File: config.mk
export PLATFORM = sky130hd
export DESIGN_NAME = fetch_unit
export DESIGN_NICKNAME = d
export VERILOG_FILES = /design/src/rtl/fetch_unit.sv
export SDC_FILE = /design/constraint.sdc
export NUM_CORES = 1
export LEC_CHECK = 0
export BUFFER_PORTS_ARGS = -buffer_cell sky130_fd_sc_hd__buf_2
export CORE_ASPECT_RATIO = 1.5
export CORE_MARGIN = 4
export CORE_UTILIZATION = 28
export CTS_BUF_LIST = sky130_fd_sc_hd__clkbuf_16
export CTS_CLUSTER_DIAMETER = 120
export DETAILED_ROUTE_END_ITERATION = 6
export PLACE_DENSITY = 0.47
export RECOVER_POWER = 25
export SYNTH_ARGS = -nofsm -noshare
export SYNTH_HDL_FRONTEND = slang
export SYNTH_SLANG_ARGS = --single-unit
File: constraint.sdc
create_clock -name clock -period 3.6 [get_ports clock]
set_clock_uncertainty 0.2 [all_clocks]
set_input_delay 0.54 -clock clock [delete_from_list [all_inputs] [get_ports clock]]
set_output_delay 0.54 -clock clock [all_outputs]
set_load 0.01 [all_outputs]
File: src/rtl/fetch_unit.sv
// -----------------------------------------------------------------------------
// fetch_unit
//
// Instruction fetch stage in front of decode. The PC drives the word address
// of the instruction RAM. The RAM's combinational read data is captured
// together with the PC into a small circular prefetch queue. Decode takes
// words from the head of that queue with a valid/ready handshake.
//
// Control:
//   redirect - flushes the queue and loads a new PC. It has the highest
//              priority.
//   halt     - freezes the PC and stops pushes. The queue still drains.
//
// This port only reads the RAM. The write enable of this RAM port is tied low
// at the level above this module.
//
// Ports:
//   clock        in   system clock; all state updates on the rising edge
//   reset        in   asynchronous, active-low reset
//   mem_addr     out  RAM word address (always equal to the PC)
//   mem_data     in   RAM read data, combinational from mem_addr
//   instr_valid  out  the queue head holds a valid instruction
//   instr        out  instruction word at the queue head
//   instr_pc     out  word address of the queue head
//   instr_ready  in   decode accepts the head this cycle
//   redirect     in   flush the queue and load the PC from redirect_pc
//   redirect_pc  in   new fetch address
//   halt         in   suppress new fetches; the queue still drains
// -----------------------------------------------------------------------------
module fetch_unit #(
    parameter int                 ADDR_W      = 7,
    parameter int                 DATA_W      = 32,
    parameter int                 QUEUE_DEPTH = 2,
    parameter logic [ADDR_W-1:0]  RESET_PC    = {ADDR_W{1'b0}}
) (
    input  logic              clock,
    input  logic              reset,
    output logic [ADDR_W-1:0] mem_addr,
    input  logic [DATA_W-1:0] mem_data,
    output logic              instr_valid,
    output logic [DATA_W-1:0] instr,
    output logic [ADDR_W-1:0] instr_pc,
    input  logic              instr_ready,
    input  logic              redirect,
    input  logic [ADDR_W-1:0] redirect_pc,
    input  logic              halt
);

    // Pointers need 1 bit for two entries and 2 bits for three or four.
    // The count needs to reach QUEUE_DEPTH (at most 4).
    localparam int                PTR_W    = (QUEUE_DEPTH > 2) ? 2 : 1;
    localparam int                CNT_W    = 3;
    localparam logic [CNT_W-1:0]  DEPTH_C  = CNT_W'(QUEUE_DEPTH);
    localparam logic [PTR_W-1:0]  LAST_PTR = PTR_W'(QUEUE_DEPTH - 1);

    // Circular-buffer increment. The pointer wraps modulo QUEUE_DEPTH, which
    // need not be a power of two.
    function automatic logic [PTR_W-1:0] ptr_inc(input logic [PTR_W-1:0] p);
        if (p == LAST_PTR) begin
            ptr_inc = {PTR_W{1'b0}};
        end else begin
            ptr_inc = p + PTR_W'(1);
        end
    endfunction

    // Architectural state
    logic [ADDR_W-1:0] r_pc;
    logic [CNT_W-1:0]  r_count;
    logic [PTR_W-1:0]  r_wr_ptr;
    logic [PTR_W-1:0]  r_rd_ptr;
    logic [DATA_W-1:0] r_q_data [QUEUE_DEPTH];
    logic [ADDR_W-1:0] r_q_pc   [QUEUE_DEPTH];

    // Registered head outputs
    logic [DATA_W-1:0] r_instr;
    logic [ADDR_W-1:0] r_instr_pc;

    // Next-state signals
    logic              w_valid;
    logic              w_pop;
    logic              w_push;
    logic [CNT_W-1:0]  w_next_count;
    logic [PTR_W-1:0]  w_next_rd;
    logic [PTR_W-1:0]  w_next_wr;
    logic [DATA_W-1:0] w_head_data;
    logic [ADDR_W-1:0] w_head_pc;

    // A redirect masks valid, so no transfer can happen in a flush cycle.
    assign w_valid   = (r_count != {CNT_W{1'b0}}) & ~redirect;
    assign w_pop     = w_valid & instr_ready;
    // A full queue accepts a push only when a pop frees a slot in the same cycle.
    assign w_push    = ~redirect & ~halt & ((r_count < DEPTH_C) | w_pop);
    assign w_next_rd = w_pop ? ptr_inc(r_rd_ptr) : r_rd_ptr;
    assign w_next_wr = ptr_inc(r_wr_ptr);

    // Occupancy after this cycle's push/pop (flush is handled in the register block)
    always_comb begin
        w_next_count = r_count;
        case ({w_push, w_pop})
            2'b10:   w_next_count = r_count + CNT_W'(1);
            2'b01:   w_next_count = r_count - CNT_W'(1);
            default: w_next_count = r_count;
        endcase
    end

    // Select what the head registers show after the edge.
    // The newly written entry becomes the head only when it lands in the slot
    // the read pointer will point to. When the queue ends up empty, the
    // previous head is held.
    always_comb begin
        w_head_data = r_instr;
        w_head_pc   = r_instr_pc;
        if (redirect || (w_next_count == {CNT_W{1'b0}})) begin
            w_head_data = r_instr;
            w_head_pc   = r_instr_pc;
        end else if (w_push && (r_wr_ptr == w_next_rd)) begin
            w_head_data = mem_data;
            w_head_pc   = r_pc;
        end else begin
            w_head_data = r_q_data[w_next_rd];
            w_head_pc   = r_q_pc[w_next_rd];
        end
    end

    // PC, queue storage, pointers and occupancy
    always_ff @(posedge clock or negedge reset) begin
        if (!reset) begin
            r_pc     <= RESET_PC;
            r_count  <= {CNT_W{1'b0}};
            r_wr_ptr <= {PTR_W{1'b0}};
            r_rd_ptr <= {PTR_W{1'b0}};
            for (int i = 0; i < QUEUE_DEPTH; i++) begin
                r_q_data[i] <= {DATA_W{1'b0}};
                r_q_pc[i]   <= {ADDR_W{1'b0}};
            end
        end else if (redirect) begin
            r_pc     <= redirect_pc;
            r_count  <= {CNT_W{1'b0}};
            r_wr_ptr <= {PTR_W{1'b0}};
            r_rd_ptr <= {PTR_W{1'b0}};
        end else begin
            if (w_push) begin
                r_q_data[r_wr_ptr] <= mem_data;
                r_q_pc[r_wr_ptr]   <= r_pc;
                r_wr_ptr           <= w_next_wr;
                r_pc               <= r_pc + ADDR_W'(1);
            end
            r_rd_ptr <= w_next_rd;
            r_count  <= w_next_count;
        end
    end

    // Head output registers; no path from mem_data to instr within a cycle
    always_ff @(posedge clock or negedge reset) begin
        if (!reset) begin
            r_instr    <= {DATA_W{1'b0}};
            r_instr_pc <= {ADDR_W{1'b0}};
        end else begin
            r_instr    <= w_head_data;
            r_instr_pc <= w_head_pc;
        end
    end

    assign mem_addr    = r_pc;
    assign instr_valid = w_valid;
    assign instr       = r_instr;
    assign instr_pc    = r_instr_pc;

endmodule

Yosys cells after proc, flatten, opt, wreduce, memory -nomap -nowiden

Cells that the tools add are included.

Word-level logic and storage cells: 62
Bits in registers: 129

Bitwise gates (word level): 9
Add/subtract/negate cells: 5
Reductions and logical operators: 7
Eq/ne operators: 3
Magnitude comparators: 4
Multiplexer cells: 24

Operators with widths:

| kind                                               | count |
|---|---|
| two-way mux 32 bit                                 | 5 |
| bitwise mux 64 bit                                 | 1 |
| two-way mux 7 bit                                  | 7 |
| demux 32 bit (select 1 bit)                        | 1 |
| bitwise mux 14 bit                                 | 1 |
| adder 7 x 1 -> 7 bit, second input constant        | 1 |
| demux 7 bit (select 1 bit)                         | 1 |
| two-way mux 1 bit                                  | 6 |
| case mux 3 bit (2 select lines)                    | 1 |
| AND 1 bit                                          | 4 |
| >= comparator 2 bit, second input constant         | 2 |
| inverter 1 -> 2 bit                                | 2 |
| adder 3 x 1 -> 3 bit, second input constant        | 1 |
| logical NOT 3 bit                                  | 1 |
| < comparator 3 x 2 -> 1 bit, second input constant | 1 |
| two-way mux 3 bit                                  | 1 |
| nonzero test 3 bit                                 | 1 |
| subtractor 3 x 1 -> 3 bit, second input constant   | 1 |
| adder 1 bit, second input constant                 | 2 |
| == test 2 x 1 -> 1 bit, second input constant      | 1 |
| == test 2 bit, second input constant               | 1 |
| logical AND 1 bit                                  | 2 |
| < comparator 2 x 1 -> 1 bit, second input constant | 1 |
| inverter 1 bit                                     | 2 |
| 5 further kinds                                    | 5 |

Logic depth before layout (Yosys ltp)

Gate-level depths: netlist of the first run.

Depth in word-level cells: 9
Depth in mapped cells: 12
Gate-level depth less buffers: 9

Least setup slack after synthesis of the first run

Ideal clock, no wire load.

Path type: in2reg
From: input redirect
To: register r_instr[25], in the netlist instr[25]
Required time: 3,275 ps
Cell stages on the path: 10
Path slack: 515 ps
Data arrival time: 2,760 ps
Library setup time: 125 ps
Path through: clkbuf_1 nor2_1 and3_1 fa_1 nor4b_1 o21ai_2 a32oi_2 or2_1 buf_6 mux2_2

Cells in the longest elaborated chain, start to end: 9
Elaborated cells on any way between the ends: 19
Those cells by class: 3 x eq/ne; 6 x mux; 7 x bitwise; 3 x reduce/logical

Ends and longest elaborated chain:

| element                                                               | line     | RTL |
|---|---|---|
| start: declaration                                                    | 44       | `input logic redirect,` |
| inverter 1 bit (no line) (*)                                          | n/a      |  |
| AND 1 bit (*)                                                         | 89       | `assign w_valid = (r_count != {CNT_W{1'b0}}) & ~redirect;` |
| named net instr_valid                                                 | 40       | `output logic instr_valid,` |
| AND 1 bit (*)                                                         | 90       | `assign w_pop = w_valid & instr_ready;` |
| OR 1 bit or two-way mux 1 bit (tied branches)                         | 92, 93   |  |
| AND 1 bit or inverter 1 -> 2 bit (tied branches)                      | 92, 120  |  |
| == test 2 x 1 -> 1 bit, or another cell as far along                  | 99       | `case ({w_push, w_pop})` |
| case mux 3 bit (2 select lines) or two-way mux 32 bit (tied branches) | 99, 120  |  |
| logical NOT 3 bit or two-way mux 32 bit (tied branches)               | 113, 120 |  |
| logical OR 1 bit or two-way mux 32 bit (tied branches)                | 113, 116 |  |
| end signal: assignment                                                | 156      | `r_instr <= {DATA_W{1'b0}};` |
| end signal: assignment                                                | 159      | `r_instr <= w_head_data;` |
| end: declaration                                                      | 75       | `logic [DATA_W-1:0] r_instr;` |

The timed path passes the listed nets; every way through them passes the cells marked *. The select of a mux whose other input is x is not followed.
A chain may end at the register's enable or synchronous reset.

Final worst setup path of the first run

From: register r_count[2]
To: register r_instr[12], in the netlist instr[12]

Cells in the longest elaborated chain, start to end: 9
Elaborated cells on any way between the ends: 21
Those cells by class: 2 x add/sub; 1 x order compare; 3 x eq/ne; 6 x mux; 5 x bitwise; 4 x reduce/logical

Ends and longest elaborated chain:

| element                                                               | line     | RTL |
|---|---|---|
| start: declaration                                                    | 68       | `logic [CNT_W-1:0] r_count;` |
| start signal: assignment                                              | 129      | `r_count <= {CNT_W{1'b0}};` |
| start signal: assignment                                              | 138      | `r_count <= {CNT_W{1'b0}};` |
| start signal: assignment                                              | 149      | `r_count <= w_next_count;` |
| nonzero test 3 bit                                                    | 89       |  |
| AND 1 bit                                                             | 89       |  |
| AND 1 bit                                                             | 90       |  |
| OR 1 bit or two-way mux 1 bit (tied branches)                         | 92, 93   |  |
| AND 1 bit or inverter 1 -> 2 bit (tied branches)                      | 92, 120  |  |
| == test 2 x 1 -> 1 bit, or another cell as far along                  | 99       |  |
| case mux 3 bit (2 select lines) or two-way mux 32 bit (tied branches) | 99, 120  |  |
| logical NOT 3 bit or two-way mux 32 bit (tied branches)               | 113, 120 |  |
| logical OR 1 bit or two-way mux 32 bit (tied branches)                | 113, 116 |  |

Several ways; a longest one is shown, not always the timed one. The select of a mux whose other input is x is not followed.

==> results_dict.tcl, run 1 <==
set metrics [dict create \
    final_common_cell "dfrtp_1" \
    ir_drop_mv 0.346 \
    drt_wl_total_um 23000 \
    grt_usage 0.157 \
    p_clk_frac 0.257 \
    row_count 73 \
    io_buffers 90 \
    hpwlAfterDp_um 14900 \
    p_switching_w 0.00208 \
    cts_root_buf "clkbuf_16" \
    tightestPinTransition_ps 1840 \
    fin_cells 1163 \
    ctsLongestPathBuffers 2 \
    critPathCaptureType "register" \
    h-tree-depth 4 \
    ys_async_sr_fraction 1.00 \
    switching_share 0.347 \
    routedWlPerCell_um 19.8 \
    antenna_found_initial 1 \
    synth.distinct_cells 50 \
    final_nets 860 \
    post_cts_buffers 0 \
    vias 6317 \
    cp.arrival_ps 3160 \
    critPathRequiredTime_ps 3700 \
    syn-num-nets 800 \
    start_kind "register" \
    drv_slew 68 \
    outcome "complete, but fails checks" \
    p_comb_frac 0.343 \
    cp_max_fo 20 \
    ys_warn_count 0 \
    period_needed_ps 3060 \
    cts_resized 0 \
    gr-total-overflow 0 \
    die_h_um 209 \
    drt-pass1-iter-count 5 \
    dp.cells 1131 \
    rsz0062_at_grt "false" \
    drtAntennaViolNets 0 \
    ys_seq_area_frac 0.430 \
    finalSetupViolCount 0 \
    numCtsBuffers 17 \
    clock_latency_ps 420 \
    start_util 0.284 \
    fill_cells 2742 \
    cts_tree "done" \
    hold_viol 0 \
    grt_pass1_wl_um 36500 \
    slowest_stage "fa_1" \
    first_global_vias 6276 \
    dieArea_mm2 0.0296 \
    layout-drive-gt1-share 0.288 \
    fmax_ghz 0.327 \
    synth-edff-count 0 \
    seq_power_share 0.399 \
    synth_cells 754 \
    grt_max_degree 68 \
    p_int_w 0.00391 \
    crit_chain "nor3_4, nor2_1, and3_1, fa_1, nor4b_1, o21ai_2, a32oi_4, or2_2, buf_4, o41ai_1" \
    fin_tns_setup_ps 0 \
    ys_ff_latch 129 \
    violations "capacitance limit, slew limit" \
    final_cell_mix "128 x dfrtp_1, 86 x o21ai_0, 79 x a21oi_1" \
    io_pins 91 \
    cpPeakStageDelay_ps 540 \
    r2r_slack_ps 540 \
    synth.avg_cell_area_um2 9.96 \
    mappedNetlistArea_mm2 0.00751 \
    relSlewSlack -0.229 \
    core_region_area_mm2 0.0265 \
    p_per_area_mw_per_mm2 685 \
    synthFlopType "dfrtp_1" \
    fin_crit_sh 0.850 \
    drtIter0Drc 427 \
    clkSinkCount 129 \
    dieWidth_um 142 \
    place_congestion 0.764 \
    path_class "register to register" \
    areaGrowthSynthToFinish_pct 16.4 \
    route.detailed.drc 0 \
    p_total_w 0.00599 \
    p_leak_nw 3.56 \
    hold_class "input port to register" \
    max_cap_violations 1 \
    clkTransAtPathRegs_ps 60 \
    viasPerCell 5.43 \
]
[final timing paths]
| path | from | endpoint | cells past startpoint |
|---|---|---|---|
| worst max-delay path | r_count[2] | instr[12] | 10 |
| worst min-delay path | redirect_pc[6] | mem_addr[6] | 3 |
| worst max register to register | r_count[2] | instr[12] | 10 |
| worst min register to register | r_q_data[57] | r_q_data[57] | 1 |
| max in group asynchronous | reset | r_q_data[21] | 3 |
| min in group asynchronous | reset | r_q_data[48] | 2 |
[power by group through the flow]
| stage | clock network, W | registers [W] | logic, W |
|---|---|---|---|
| after global placement | 0 | 0.00242 | 0.00208 |
| final | 0.00154 | 0.00239 | 0.00206 |
| after global routing | 0.00164 | 0.00246 | 0.00228 |
| after detailed placement | 0 | 0.00242 | 0.00210 |
| after floorplan | 0 | 0.00237 | 0.00140 |
| after CTS | 0.00159 | 0.00240 | 0.00210 |
[state kept, by name, summed over array words and instances, names as in the netlist]
name	cells
mem_addr	7
instr_pc	7
instr	32
r_rd_ptr	1
r_q_pc	14
r_count	3
r_q_data	64
r_wr_ptr	1
[metal layers]
metal  track usage  part of all wire  vias up
met1         0.197              0.43     3208
met5             0           0.00056        -
li1              -                 -     2936
met2         0.265              0.51      138
met3        0.0339             0.043       33
met4        0.0556             0.021        2
[cells in the mapped netlist, types with 2 or more instances]
master | instances | area share
dfrtp_1 | 129 | 0.43
o21ai_0 | 86 | 0.057
a21oi_1 | 79 | 0.053
mux2_2 | 77 | 0.12
nand3_1 | 40 | 0.027
or3_1 | 40 | 0.033
nor3_1 | 39 | 0.026
a21o_1 | 38 | 0.038
clkbuf_1 | 35 | 0.017
a21boi_1 | 28 | 0.028
o41ai_1 | 28 | 0.033
buf_2 | 27 | 0.018
nand2_1 | 13 | 0.0065
buf_6 | 11 | 0.016
a21boi_0 | 10 | 0.010
o41ai_2 | 10 | 0.022
buf_4 | 9 | 0.0090
nor2_1 | 7 | 0.0035
xnor2_1 | 5 | 0.0058
o21ai_1 | 3 | 0.0020
xor2_1 | 3 | 0.0035
buf_1 | 2 | 0.0010
inv_1 | 2 | 0.0010
mux2_4 | 2 | 0.0040
mux2i_1 | 2 | 0.0027
nand2b_1 | 2 | 0.0017
nor2b_1 | 2 | 0.0017
nor3_2 | 2 | 0.0027
nor4b_1 | 2 | 0.0023
[worst max-delay path: cells and delay by family, from the launching register on]
| kind | cells | cell delay, ps |
|---|---|---|
| compound gates | 3 | 680 |
| fa+ha+maj | 1 | 540 |
| buf+inv | 1 | 240 |
| flops | 1 | 400 |
| simple gates | 5 | 850 |
[timing repair]
item | 4_1_cts | 5_1_grt
endpoints found under the hold margin | 64 | 0
hold buffers | 1 | 0
endpoints found under the setup margin | 0 | 0
[kinds of logic (layout without fill, tap and decap cells)]
group                      Yosys count  count (layout)  synth area share
adders and majority gates            2               2           0.00433
muxes                               82              82             0.124
other                                0               1                 0
xor gates and xnor gates             8               8           0.00933
buffers and inverters               86             157            0.0630
DFF                                129             129             0.430
AOI/OAI and AO/OA                  290             290             0.252
and+or+nand+nor                    157             157             0.117
[per-stage QoR]
stage,setup slack [ps],hold WS (ps),instance area (um^2),util
after floorplan,515,44.4,7510,-
after global placement,397,279,8250,0.311
after detailed placement,332,278,8250,0.311
after CTS,524,101,8760,0.331
after global routing,364,125,8740,0.330
final,540,121,8740,0.330
[layout make-up]
| cell class | instances | area [um^2] | area share |
|---|---|---|---|
| Clock inverter | 13 | 80.1 | 0.00916 |
| Inverter | 2 | 7.51 | 0.000859 |
| Multi-Input combinational cell | 539 | 3850 | 0.441 |
| Antenna cell | 1 | 2.50 | 0.000286 |
| Timing Repair Buffer | 125 | 723 | 0.0827 |
| Sequential cell | 129 | 3230 | 0.369 |
| Clock buffer | 17 | 425 | 0.0487 |
| Tap cell | 337 | 422 | 0.0482 |
Note: power is estimated with default switching activity, not from simulation.
==> run 2, diff against run 1 <==
Clock period 3.6 ns to 3 ns, I/O delays scaled along.
==> run 2 against run 1 <==
- the run now ends clean
- sequential share of layout area is 2.5 points lower
- maximum frequency increased by 3.9%
- largest cell class unchanged
- sequential power is 20% higher
- non-clock buffer count up 12
- register-to-register slack worse by 490 ps
- global-route usage is essentially flat
- critical endpoint is now instr[27]
- first-iteration DRC count down 13%
- sequential cell count is the same
- combinational power grew 40%
- cell area up 7.3%
==> results_dict.tcl, run 2 (synthesis results as in run 1) <==
set metrics [dict create \
    viasPerCell 5.47 \
    routedWlPerCell_um 20.1 \
    drt-pass1-iter-count 4 \
    drtIter0Drc 371 \
    p_int_w 0.00505 \
    path_class "register to register" \
    clkSinkCount 129 \
    p_total_w 0.00773 \
    drtAntennaViolNets 0 \
    numCtsBuffers 17 \
    place_congestion 0.767 \
    max_cap_violations 0 \
    fill_cells 2701 \
    start_util 0.284 \
    largest_reg_flops 64 \
    outcome "finished clean" \
    vias 6430 \
    grt_pass1_wl_um 36700 \
    drt_wl_total_um 23600 \
    p_leak_nw 3.87 \
    fin_crit_sh 0.982 \
    row_count 73 \
    final_cell_mix "128 x dfrtp_1, 89 x buf_2, 86 x o21ai_0" \
    die_h_um 209 \
    cts_tree "done" \
    areaGrowthSynthToFinish_pct 24.9 \
    top_register "r_q_data" \
    ctsLongestPathBuffers 2 \
    p_comb_frac 0.374 \
    hpwlAfterDp_um 14700 \
    n_antenna_cell 0 \
    switching_share 0.347 \
    fmax_ghz 0.340 \
    period_needed_ps 2950 \
    grt_usage 0.157 \
    p_switching_w 0.00269 \
    final_common_cell "dfrtp_1" \
    layout-drive-gt1-share 0.354 \
    io_pins 91 \
    multi_input_area_mm2 0.00415 \
    finalSetupViolCount 0 \
    cts_root_buf "clkbuf_16" \
    dp.cells 1137 \
    fin_util 0.354 \
    ir_drop_mv 0.362 \
    rsz0062_at_grt "true" \
    clkTransAtPathRegs_ps 60 \
    first_global_vias 6471 \
    dpl_cell_area_mm2 0.00844 \
    hold_viol 0 \
    p_clk_frac 0.255 \
    cp_max_fo 9 \
    antenna_found_initial 0 \
    relSlewSlack 0.457 \
    design_area_mm2 0.00938 \
    seq_area_mm2 0.00323 \
    route.detailed.drc 0 \
    grt_max_degree 82 \
    core_region_area_mm2 0.0265 \
    final_nets 872 \
    drv_slew 0 \
    tightestPinTransition_ps 815 \
    p_per_area_mw_per_mm2 824 \
    critPathCaptureType "register" \
    dieArea_mm2 0.0296 \
    clock_latency_ps 430 \
    start_kind "register" \
    dieWidth_um 142 \
    cp.arrival_ps 3070 \
    hold_class "input port to register" \
    fin_cells 1176 \
    min_delay_path_depth 3 \
    ff2ff_path_depth 10 \
    gr-total-overflow 0 \
    seq_power_share 0.371 \
    h-tree-depth 4 \
    critPathRequiredTime_ps 3120 \
    io_buffers 90 \
]
run 2: routing by layer:
metal  routed length (um)  part of all wire  vias to the layer above  GRT usage
li1                     -                 -                     2972          -
met1                10300              0.44                     3247      0.194
met2                11800              0.50                      170      0.270
met3                  914             0.039                       41     0.0316
met4                  557             0.024                        0     0.0586
met5                    0                 0                        -          0
run 2: path summary, 6_finish.rpt:
kind                                 from            to  slack [ps]
min in group asynchronous           reset   mem_addr[4]         470
max reg2reg                    r_count[2]     instr[27]          50
min                        redirect_pc[0]   mem_addr[0]          30
min reg2reg                  r_q_data[25]  r_q_data[25]         290
max                            r_count[2]     instr[27]          50
max in group asynchronous           reset  r_q_data[15]        1370
run 2: worst max-delay path: stages, from the launching register on:
cell and delay, ps:
dfrtp_1 410, nor3_4 210, nor2_2 80, and3_4 180, fa_2 550, nor4b_2 60, o21ai_2 150, a32oi_4 140
or2_4 330, clkbuf_16 200, o41ai_2 330
run 2: stage by stage:
| stage | setup slack, ps | TNS [ps] | hold WS (ps) |
|---|---|---|---|
| after floorplan | 22.0 | 0 | -45.6 |
| after global placement | 39.1 | 0 | 282 |
| after detailed placement | -40.6 | -425 | 280 |
| after CTS | 48.8 | 0 | 15.8 |
| after global routing | -68.2 | -661 | 31.8 |
| final | 54.9 | 0 | 30.3 |
run 2: layout make-up:
| class | instances | share of cell area |
|---|---|---|
| sequential | 129 | 0.344 |
| inverter | 2 | 0.000800 |
| clock buffer | 17 | 0.0453 |
| clock inverter | 15 | 0.0133 |
| timing repair buffer | 137 | 0.109 |
| multi-input combinational | 539 | 0.443 |
| tap | 337 | 0.0449 |
run 2: power groups by stage:
| stage | sequential (W) | clock [W] | combinational [W] |
|---|---|---|---|
| 6_report | 0.00287 | 0.00198 | 0.00289 |
| 5_1_grt | 0.00295 | 0.00210 | 0.00315 |
| 4_1_cts | 0.00288 | 0.00203 | 0.00260 |
| 3_5_place_dp | 0.00290 | 0 | 0.00259 |
| 3_3_place_gp | 0.00289 | 0 | 0.00255 |
| 2_1_floorplan | 0.00285 | 0 | 0.00168 |
run 2: repair_timing:
action                                 in CTS  in global routing
pin swaps                                   0                 12
hold buffers                                1                  0
setup buffers                               0                  4
setup endpoints to repair                  27                 38
gates cloned                                0                  2
endpoints found under the hold margin      79                  0
gates resized for setup                     2                 39
==> run 3, diff against run 2 <==
Settings changed: CELL_PAD_IN_SITES_DETAIL_PLACEMENT from default to 1, CELL_PAD_IN_SITES_GLOBAL_PLACEMENT from default to 1, PLACE_DENSITY 0.47 to default, PLACE_DENSITY_LB_ADDON from default to 0.1.
==> run 3 against run 2 <==
- first-iteration DRC count shrank 49%
- largest cell class unchanged
- highest routed layer unchanged
- utilization barely moved
- register-to-register slack about the same
- global-route usage up 2.7 points
- worst hold slack better by 1.3 ps
- power increased by 3.6%
==> results_dict.tcl, run 3 (synthesis results as in run 1) <==
set metrics [dict create \
    ctsLongestPathBuffers 2 \
    fin_tns_setup_ps 0 \
    hold_viol 0 \
    fin_util 0.354 \
    period_needed_ps 2960 \
    vias 6495 \
    cts_tree "done" \
    drtIter0Drc 190 \
    core_region_area_mm2 0.0265 \
    place_congestion 0.747 \
    max_cap_violations 0 \
    outcome "finished clean" \
    r2r_slack_ps 40 \
    final_nets 862 \
    ff2ff_path_depth 10 \
    hold_class "input port to register" \
    io_pins 91 \
    tightestPinTransition_ps 1110 \
    grt_max_degree 63 \
    hpwlAfterDp_um 16200 \
    ir_drop_mv 0.466 \
    gr-total-overflow 0 \
    start_kind "register" \
    p_per_area_mw_per_mm2 854 \
    rsz0062_at_grt "true" \
    layout-drive-gt1-share 0.351 \
    path_class "register to register" \
    fin_crit_sh 0.986 \
    top_register "r_q_data" \
    hold_end "mem_addr[2]" \
    row_count 73 \
    relSlewSlack 0.258 \
    critPathCaptureType "register" \
    cp_max_fo 10 \
    start_util 0.284 \
    drv_slew 0 \
    switching_share 0.356 \
    final_common_cell "dfrtp_1" \
    route.detailed.drc 0 \
    drtAntennaViolNets 0 \
    areaGrowthSynthToFinish_pct 24.9 \
    numCtsBuffers 17 \
    p_leak_nw 3.86 \
    cp.arrival_ps 3080 \
    clock_latency_ps 420 \
    h-tree-depth 4 \
    critPathRequiredTime_ps 3120 \
    die_h_um 209 \
    p_int_w 0.00516 \
    dieWidth_um 142 \
    r2r_start "r_count[2]" \
    p_clk_frac 0.260 \
    drt_wl_total_um 27300 \
    antenna_found_initial 0 \
    n_antenna_cell 0 \
    dieArea_mm2 0.0296 \
    cts_root_buf "clkbuf_16" \
    seq_power_share 0.356 \
    final_cell_mix "128 x dfrtp_1, 89 x buf_2, 85 x o21ai_0" \
    largest_reg_flops 64 \
    holdCritStartpoint "redirect_pc[2]" \
    fmax_ghz 0.338 \
    p_comb_frac 0.384 \
    min_delay_path_depth 3 \
    io_buffers 90 \
    viasPerCell 5.57 \
    grt_pass1_wl_um 42600 \
    reg2reg_to "instr[24]" \
    grt_usage 0.185 \
    routedWlPerCell_um 23.4 \
    finalSetupViolCount 0 \
    clkSinkCount 129 \
    drt-pass1-iter-count 4 \
    clkTransAtPathRegs_ps 60 \
    p_switching_w 0.00285 \
    first_global_vias 7549 \
]
[run 3: worst max-delay path by stage]
stage / start / depth (start not counted) / to / slack, ps
2_1_floorplan: r_count[1] / 12 / instr[20] / 20
3_3_place_gp: r_count[0] / 10 / instr[6] / 30
3_5_place_dp: r_count[2] / 10 / instr[15] / -120
4_1_cts: r_count[2] / 10 / instr[0] / 7
5_1_grt: r_count[2] / 10 / instr[23] / -100
6_report: r_count[2] / 10 / instr[24] / 40
[run 3: cell type report]
cell class	instances	area, um^2
clock buffer	17	425
clock inverter	15	151
fill	2963	17100
inverter	2	7.51
multi-input combinational	539	4240
sequential	129	3230
tap	337	422
timing repair buffer	127	906
[run 3: routing by layer]
layer,part of all wire,vias to the layer above,track usage
met5,0,-,0
met3,0.036,47,0.0373
met2,0.52,126,0.324
met4,0.023,0,0.0719
met1,0.42,3378,0.219
li1,-,2944,-
[run 3: metrics by stage]
| stage | hold WS [ps] | power [W] | std cells | instance area [um^2] | worst slack [ps] |
|---|---|---|---|---|---|
| floorplan | -45.6 | 0.00453 | 754 | 7520 | 22.0 |
| global placement | 200 | 0.00540 | 1127 | 8310 | 27.1 |
| detailed placement | 207 | 0.00554 | 1127 | 8310 | -120 |
| CTS | 7.74 | 0.00776 | 1160 | 8990 | 7.27 |
| global route | 28.4 | 0.00853 | 1166 | 9380 | -99.7 |
| finish | 31.6 | 0.00801 | 1166 | 9380 | 40.9 |
[run 3: critical path, cell delays in order, from the launching register on]
cell and delay, ps:
dfrtp_1 410, nor3_4 220, nor2_2 70, and3_4 150, fa_2 570, nor4b_2 60, o21ai_2 160, a32oi_4 130
or2_4 340, clkbuf_16 210, o41ai_2 340
[run 3: timing repair]
action,4_1_cts,5_1_grt
hold buffers,1,0
buffers inserted,0,2
cloned,0,4
resized for setup,14,35
endpoints found under the hold margin,39,0
endpoints found under the setup margin,38,38
pin swaps,0,7
[run 3: power groups by stage]
stage | sequential, W | combinational, W | clock, W
2_1_floorplan | 0.00285 | 0.00168 | 0
3_3_place_gp | 0.00287 | 0.00254 | 0
3_5_place_dp | 0.00288 | 0.00266 | 0
4_1_cts | 0.00286 | 0.00274 | 0.00216
5_1_grt | 0.00294 | 0.00337 | 0.00223
6_report | 0.00285 | 0.00307 | 0.00209
